`src/rtl/resonator_pkg.sv`:
```
// Shared types, widths and helpers for the resonator MAC sequencer.
// Coefficients are Q2.14; the accumulator holds full-precision sums of three 33-bit products.
package resonator_pkg;

   typedef enum logic [2:0] {IDLE, LOAD, MAC0, MAC1, MAC2, OUT} state_t;
   typedef enum logic [1:0] {MAC_HOLD, MAC_LOAD, MAC_ADD, MAC_SUB} mac_op_t;
   typedef logic signed [15:0] coef_t;

   localparam int COEF_FRAC = 14;
   localparam int ACC_W     = 36;

   localparam logic [1:0] ADDR_B0 = 2'd0;
   localparam logic [1:0] ADDR_A1 = 2'd1;
   localparam logic [1:0] ADDR_A2 = 2'd2;

   localparam logic signed [ACC_W-1:0] SAT_HI = 32767;
   localparam logic signed [ACC_W-1:0] SAT_LO = -32768;

   function automatic coef_t sat16(input logic signed [ACC_W-1:0] v);
      if (v > SAT_HI)
         return 16'sh7FFF;
      else if (v < SAT_LO)
         return 16'sh8000;
      else
         return v[15:0];
   endfunction

endpackage

```
`src/rtl/resonator_mac_sequencer_if.sv`:
```
// Sample, coefficient-config and result bundle of the resonator sequencer.
// slave is the sequencer side; master is the surrounding system.
interface resonator_mac_sequencer_if;
   import resonator_pkg::*;

   coef_t       d;
   logic        cfg_we;
   logic [1:0]  cfg_addr;
   coef_t       cfg_wdata;
   coef_t       q;
   logic        q_valid;
   logic        q_ready;
   logic        enable;
   logic        busy;
   logic        overrun;
   logic        clr_overrun;

   modport slave (
      input  d, cfg_we, cfg_addr, cfg_wdata, q_ready, clr_overrun,
      output q, q_valid, enable, busy, overrun
   );

   modport master (
      output d, cfg_we, cfg_addr, cfg_wdata, q_ready, clr_overrun,
      input  q, q_valid, enable, busy, overrun
   );

endinterface

```
`src/rtl/resonator_mac.sv`:
```
// Registered 16x17 multiply-accumulate (load/add/subtract/hold) with a saturating Q2.14 output.
// One product per cycle; the result is visible the cycle after the op, no backpressure.
module resonator_mac
   import resonator_pkg::*;
(
   input  logic               clk,
   input  logic               reset_n,
   input  mac_op_t            op,
   input  coef_t              coef,
   input  logic signed [16:0] operand,
   output coef_t              y
);

   logic signed [32:0]      prod;
   logic signed [ACC_W-1:0] prod_ext;
   logic signed [ACC_W-1:0] acc;

   assign prod     = 33'(coef) * 33'(operand);
   assign prod_ext = ACC_W'(prod);

   always_ff @(posedge clk or negedge reset_n) begin
      if (!reset_n)
         acc <= '0;
      else begin
         case (op)
            MAC_LOAD: acc <= prod_ext;
            MAC_ADD:  acc <= acc + prod_ext;
            MAC_SUB:  acc <= acc - prod_ext;
            default:  acc <= acc;
         endcase
      end
   end

   // arithmetic shift floors toward -inf before clamping
   assign y = sat16(acc >>> COEF_FRAC);

endmodule

```
`src/rtl/resonator_mac_sequencer.sv`:
```
// Resonator y=b0*(x0-x2)+a1*y1-a2*y2 over one shared multiplier; internal sample tick.
// enable in cycle T gives q_valid in T+5; an unaccepted result is overwritten and flags overrun.
module resonator_mac_sequencer
   import resonator_pkg::*;
#(
   parameter int unsigned CLOCK_TICKS = 100000,
   parameter coef_t       B0_RST      = 16'sh0010,
   parameter coef_t       A1_RST      = 16'sh74B8,
   parameter coef_t       A2_RST      = 16'sh3EBA
)(
   input logic                       clk,
   input logic                       reset_n,
   resonator_mac_sequencer_if.slave  bus
);

   localparam int CNT_W = (CLOCK_TICKS > 1) ? $clog2(CLOCK_TICKS) : 1;
   localparam logic [CNT_W-1:0] CNT_LAST = CNT_W'(CLOCK_TICKS - 1);

   logic [CNT_W-1:0]   tick_cnt;
   logic               tick;
   state_t             state, state_nxt;
   logic               busy, start, result_wr, ovr_set;
   mac_op_t            mac_op;
   coef_t              mul_coef;
   logic signed [16:0] mul_opnd;
   coef_t              mac_y;
   coef_t              b0, a1, a2, b0_s, a1_s, a2_s;
   coef_t              x0, x1, x2, y1, y2;
   logic signed [16:0] diff;
   coef_t              q_r;
   logic               q_valid_r, overrun_r;

   always_ff @(posedge clk or negedge reset_n) begin
      if (!reset_n)
         tick_cnt <= '0;
      else if (tick_cnt == CNT_LAST)
         tick_cnt <= '0;
      else
         tick_cnt <= tick_cnt + CNT_W'(1);
   end

   assign tick = (tick_cnt == CNT_LAST);

   always_ff @(posedge clk or negedge reset_n) begin
      if (!reset_n)
         state <= IDLE;
      else
         state <= state_nxt;
   end

   always_comb begin
      state_nxt = state;
      case (state)
         IDLE:    if (tick) state_nxt = LOAD;
         LOAD:    state_nxt = MAC0;
         MAC0:    state_nxt = MAC1;
         MAC1:    state_nxt = MAC2;
         MAC2:    state_nxt = OUT;
         OUT:     state_nxt = IDLE;
         default: state_nxt = IDLE;
      endcase
   end

   // operand mux: the op issued in a state lands in acc on the edge leaving it
   always_comb begin
      busy     = (state != IDLE);
      mac_op   = MAC_HOLD;
      mul_coef = b0_s;
      mul_opnd = diff;
      case (state)
         LOAD: mac_op = MAC_LOAD;
         MAC0: begin
            mac_op   = MAC_ADD;
            mul_coef = a1_s;
            mul_opnd = {y1[15], y1};
         end
         MAC1: begin
            mac_op   = MAC_SUB;
            mul_coef = a2_s;
            mul_opnd = {y2[15], y2};
         end
         default: ;
      endcase
   end

   assign start     = (state == IDLE) && tick;
   assign result_wr = (state == MAC2);
   assign ovr_set   = (result_wr && q_valid_r && !bus.q_ready) || (tick && busy);

   resonator_mac u_mac (
      .clk     (clk),
      .reset_n (reset_n),
      .op      (mac_op),
      .coef    (mul_coef),
      .operand (mul_opnd),
      .y       (mac_y)
   );

   // live registers take writes any time; shadows isolate the sample in flight
   always_ff @(posedge clk or negedge reset_n) begin
      if (!reset_n) begin
         b0   <= B0_RST;
         a1   <= A1_RST;
         a2   <= A2_RST;
         b0_s <= B0_RST;
         a1_s <= A1_RST;
         a2_s <= A2_RST;
      end else begin
         if (bus.cfg_we) begin
            case (bus.cfg_addr)
               ADDR_B0: b0 <= bus.cfg_wdata;
               ADDR_A1: a1 <= bus.cfg_wdata;
               ADDR_A2: a2 <= bus.cfg_wdata;
               default: ;
            endcase
         end
         if (start) begin
            b0_s <= b0;
            a1_s <= a1;
            a2_s <= a2;
         end
      end
   end

   always_ff @(posedge clk or negedge reset_n) begin
      if (!reset_n) begin
         x0   <= '0;
         x1   <= '0;
         x2   <= '0;
         y1   <= '0;
         y2   <= '0;
         diff <= '0;
      end else begin
         if (start) begin
            x0   <= bus.d;
            diff <= {bus.d[15], bus.d} - {x2[15], x2};
         end
         if (result_wr) begin
            x2 <= x1;
            x1 <= x0;
            y2 <= y1;
            y1 <= mac_y;
         end
      end
   end

   always_ff @(posedge clk or negedge reset_n) begin
      if (!reset_n) begin
         q_r       <= '0;
         q_valid_r <= 1'b0;
         overrun_r <= 1'b0;
      end else begin
         if (result_wr) begin
            q_r       <= mac_y;
            q_valid_r <= 1'b1;
         end else if (q_valid_r && bus.q_ready) begin
            q_valid_r <= 1'b0;
         end
         if (ovr_set)
            overrun_r <= 1'b1;
         else if (bus.clr_overrun)
            overrun_r <= 1'b0;
      end
   end

   assign bus.q       = q_r;
   assign bus.q_valid = q_valid_r;
   assign bus.enable  = tick;
   assign bus.busy    = busy;
   assign bus.overrun = overrun_r;

endmodule

```
`src/flat_wrapper.sv`:
```
// flat-port wrapper written by rule: the top's interface ports become plain ports
module resonator_mac_sequencer_flat import resonator_pkg::*;
#(
   parameter int unsigned CLOCK_TICKS = 100000,
   parameter coef_t       B0_RST      = 16'sh0010,
   parameter coef_t       A1_RST      = 16'sh74B8,
   parameter coef_t       A2_RST      = 16'sh3EBA
)
  (clk, reset_n, bus_d, bus_cfg_we, bus_cfg_addr, bus_cfg_wdata, bus_q_ready, bus_clr_overrun, bus_q, bus_q_valid, bus_enable, bus_busy, bus_overrun);
  resonator_mac_sequencer_if bus_i ();
  input logic clk;
  input logic reset_n;
  input wire logic [$bits(bus_i.d)-1:0] bus_d;
  input wire logic [$bits(bus_i.cfg_we)-1:0] bus_cfg_we;
  input wire logic [$bits(bus_i.cfg_addr)-1:0] bus_cfg_addr;
  input wire logic [$bits(bus_i.cfg_wdata)-1:0] bus_cfg_wdata;
  input wire logic [$bits(bus_i.q_ready)-1:0] bus_q_ready;
  input wire logic [$bits(bus_i.clr_overrun)-1:0] bus_clr_overrun;
  output wire logic [$bits(bus_i.q)-1:0] bus_q;
  output wire logic [$bits(bus_i.q_valid)-1:0] bus_q_valid;
  output wire logic [$bits(bus_i.enable)-1:0] bus_enable;
  output wire logic [$bits(bus_i.busy)-1:0] bus_busy;
  output wire logic [$bits(bus_i.overrun)-1:0] bus_overrun;
  assign bus_i.d = bus_d;
  assign bus_i.cfg_we = bus_cfg_we;
  assign bus_i.cfg_addr = bus_cfg_addr;
  assign bus_i.cfg_wdata = bus_cfg_wdata;
  assign bus_i.q_ready = bus_q_ready;
  assign bus_i.clr_overrun = bus_clr_overrun;
  assign bus_q = bus_i.q;
  assign bus_q_valid = bus_i.q_valid;
  assign bus_enable = bus_i.enable;
  assign bus_busy = bus_i.busy;
  assign bus_overrun = bus_i.overrun;
  resonator_mac_sequencer #(.CLOCK_TICKS(CLOCK_TICKS), .B0_RST(B0_RST), .A1_RST(A1_RST), .A2_RST(A2_RST)) u_core (.clk(clk), .reset_n(reset_n), .bus(bus_i));
endmodule
```
`config.mk`:
```
export PLATFORM = sky130hd
export DESIGN_NAME = resonator_mac_sequencer_flat
export DESIGN_NICKNAME = d
export VERILOG_FILES = /design/src/rtl/resonator_pkg.sv /design/src/rtl/resonator_mac_sequencer_if.sv /design/src/rtl/resonator_mac.sv /design/src/rtl/resonator_mac_sequencer.sv /design/src/flat_wrapper.sv
export SDC_FILE = /design/constraint.sdc
export NUM_CORES = 1
export LEC_CHECK = 0
export BUFFER_PORTS_ARGS = -buffer_cell sky130_fd_sc_hd__buf_4
export CAP_MARGIN = 20
export CORE_MARGIN = 2
export CORE_UTILIZATION = 60
export CTS_CLUSTER_SIZE = 14
export DETAILED_ROUTE_END_ITERATION = 6
export PLACE_DENSITY = 0.79
export SLEW_MARGIN = 40
export SYNTH_ARGS = -nofsm -noshare
export SYNTH_HDL_FRONTEND = slang
export SYNTH_SLANG_ARGS = --single-unit
```
`constraint.sdc`:
```
create_clock -name clk -period 29 [get_ports clk]
set_input_delay 0 -clock clk [delete_from_list [all_inputs] [get_ports clk]]
set_output_delay 0 -clock clk [all_outputs]
set_load 0.02 [all_outputs]
```
==> impl_metrics.env <==
export IMPL_status="complete, no violations"
export IMPL_async_flop_share_pct=100
export IMPL_layout_drive_gt1_share_pct=11.7
export IMPL_power_uw=792
export IMPL_slew_headroom_pct=41.9
export IMPL_initialDrtViolationCount=1378
export IMPL_fin_crit_ps=11440
export IMPL_avgRoutedWirePerCell_um=19.5
export IMPL_ir_drop_v=0.0000675
export IMPL_worstPathRequired_ps=29460
export IMPL_critPathMaxStageDelay_ps=660
export IMPL_synth_seq_cells=251
export IMPL_worst_setup_path_end_kind="flip-flop"
export IMPL_power_density_nw_per_um2=29.6
export IMPL_syn_avg_cell_area_um2=9.03
export IMPL_layout_nets=3203
export IMPL_synth_warnings=0
export IMPL_fin_util_pct=67.2
export IMPL_gp_congestion=0.965
export IMPL_met1_usage_pct=41.9
export IMPL_synth_top_area_share_pct=22.9
export IMPL_worstPathMaxFanout=96
export IMPL_detailed_place_hpwl_mm=48.4
export IMPL_hp_class="primary input to asynchronous set/reset pin"
export IMPL_grt_ovfl_total=0
export IMPL_synth_distinct_cells=83
export IMPL_antennaDiodeCount=0
export IMPL_fmax_mhz=87.4
export IMPL_vias=19200
export IMPL_start_util_pct=61.0
export IMPL_track_usage_pct=31.5
export IMPL_ys_flop_type="dfrtp_1"
export IMPL_portBuffers=58
export IMPL_routed_via_density=5.82
export IMPL_drc_errors=0
export IMPL_grt_pass1_wl_mm=104
export IMPL_antenna_left=0
export IMPL_core_area_um2=39800
export IMPL_setup_viol=0
export IMPL_p_leak_uw=0.0134
export IMPL_syn_cell_area_um2=24300
export IMPL_synth_compound_area_share_pct=10.4
export IMPL_reg2regPathDepth=36
export IMPL_dieArea_um2=42100
export IMPL_fin_crit_sh_pct=39.5
export IMPL_maxSlewViolCount=0
export IMPL_synthMuxAreaShare_pct=6.20
export IMPL_syn_num_nets=3145
export IMPL_worst_slew_pin_transition_ps=866
export IMPL_path_buf_inv=6
export IMPL_synth_simple_area_share_pct=15.4
export IMPL_grt_pass1_vias=19900
export IMPL_die_h_um=205
export IMPL_arrival_ps=11900
export IMPL_synth_common_cells="448 x nand2_1, 391 x inv_1, 278 x fa_1"
export IMPL_crit_path_start_kind="flip-flop"
export IMPL_netlist_top_cell_by_area="fa_1"
export IMPL_drv_cap=0
export IMPL_hold_viol=0
export IMPL_crit_family="adder cells"
export IMPL_rsz0062_at_grt="no"
export IMPL_die_width_um=205
export IMPL_antenna_found_initial=0
export IMPL_clock_latency_ps=590
export IMPL_grtUsageMet2_pct=51.9
export IMPL_cts_buffers_inserted=27
export IMPL_synthAdderAreaFrac_pct=29.9
export IMPL_num_io_pins=59
export IMPL_grt_max_degree=101
export IMPL_wl_mm=64.1
export IMPL_htreeDepth=1
export IMPL_tns_ps=0
export IMPL_tritoncts="built"
export IMPL_yosysSeqAreaShare_pct=26.0
export IMPL_cts_clk_slew_worst_paths_ps=60
export IMPL_stdcell_area_um2=26700
export IMPL_dpl_cell_area_um2=25400
export IMPL_grt_use_met3_pct=5.78
export IMPL_cts_root_buf="clkbuf_16"
export IMPL_row_count=73
export IMPL_synth_xor_area_share_pct=4.43
export IMPL_clockBufferDepth=3
export IMPL_synth_most_common_cell="nand2_1"
export IMPL_synth_edff_count=0
export IMPL_cts_sinks=251
export IMPL_finClkSkew_ps=43.4
export IMPL_synth_area_top_cells="fa_1 23%, dfrtp_1 22%, ha_1 7.1%"
export IMPL_cp_depth=36
export IMPL_drt_pass1_iter_count=5
export IMPL_area_growth_pct=10.0
export IMPL_busiest_layer="met2"
export IMPL_critPathMostFrequentCell="fa_1"
export IMPL_cpMaxStageDelayCell="dfrtp_1"
export IMPL_netlist_instances=2691
export IMPL_critical_path_class="flip-flop to flip-flop"
export IMPL_synth_top_family_by_area="adder cells"
[metrics by stage]
step           setup WS [ps]  std cells  hold slack [ps]
2_1_floorplan          18580       2691             -296
3_3_place_gp           17730       3206             69.1
3_5_place_dp           17740       3208             79.5
4_1_cts                17680       3294             61.6
5_1_grt                16880       3295             82.6
6_report               17560       3295             65.6
[cell type report]
type | count | area (µm²)
inverter | 391 | 1470
clock inverter | 17 | 224
tap | 525 | 657
multi-input combinational | 1953 | 16300
fill | 3126 | 13100
clock buffer | 33 | 748
sequential | 251 | 6330
timing repair buffer | 125 | 1070
[logic make-up after synthesis]
kind of cell | Yosys count
compound gates | 407
xor+xnor | 120
fa+ha+maj | 415
buf+inv | 487
flops | 251
mux | 138
simple gates | 873
[registers in the layout (all words and copies together), names as in the netlist]
name                flops
u_core.a1              16
u_core.a1_s            16
u_core.a2              16
u_core.a2_s            16
u_core.b0              16
u_core.b0_s            16
u_core.bus.overrun      1
u_core.bus.q_valid      1
u_core.diff            17
u_core.state            3
u_core.tick_cnt        17
u_core.u_mac.acc       36
u_core.x0              16
u_core.x1              16
u_core.x2              16
u_core.y1              16
u_core.y2              16
[routing by layer]
metal	vias up	share of wire [%]
li1	8762	-
met1	9581	41
met2	674	48
met3	151	7.3
met4	0	3.9
met5	-	0
[path summary, 6_finish.rpt]
kind,end,slack [ps],start
min in group clk,u_core.b0[15],80,bus_cfg_addr[0]
max,u_core.u_mac.acc[35],17560,u_core.state[2]
max reg2reg,u_core.u_mac.acc[35],17560,u_core.state[2]
min,u_core.diff[13],70,reset_n
max in group asynchronous,u_core.tick_cnt[6],27840,reset_n
min reg2reg,u_core.a2_s[13],450,u_core.a2_s[13]
[power breakdown]
group / switching [µW] / internal, µW
Clock: 154 / 221
Combinational: 20.6 / 21.4
Sequential: 7.63 / 367
Total: 183 / 610
[cell usage in the layout, fill, tap and decap left out, types with 38 or more instances in the layout]
master and count:
inv_1 391, xnor2_1 71, buf_4 83, ha_1 137, mux2_2 101, xor2_1 47
nor2_1 245, fa_1 278, dfrtp_1 212, nand2_1 447, dfstp_2 38, o21ai_0 109
a21oi_1 99
[repair_timing]
action | in CTS | in global routing
gates resized for setup | 0 | 0
buffers inserted | 0 | 0
endpoints found under the hold margin | 178 | 0
hold buffers | 36 | 0
Note: power is estimated with default switching activity, not from simulation.
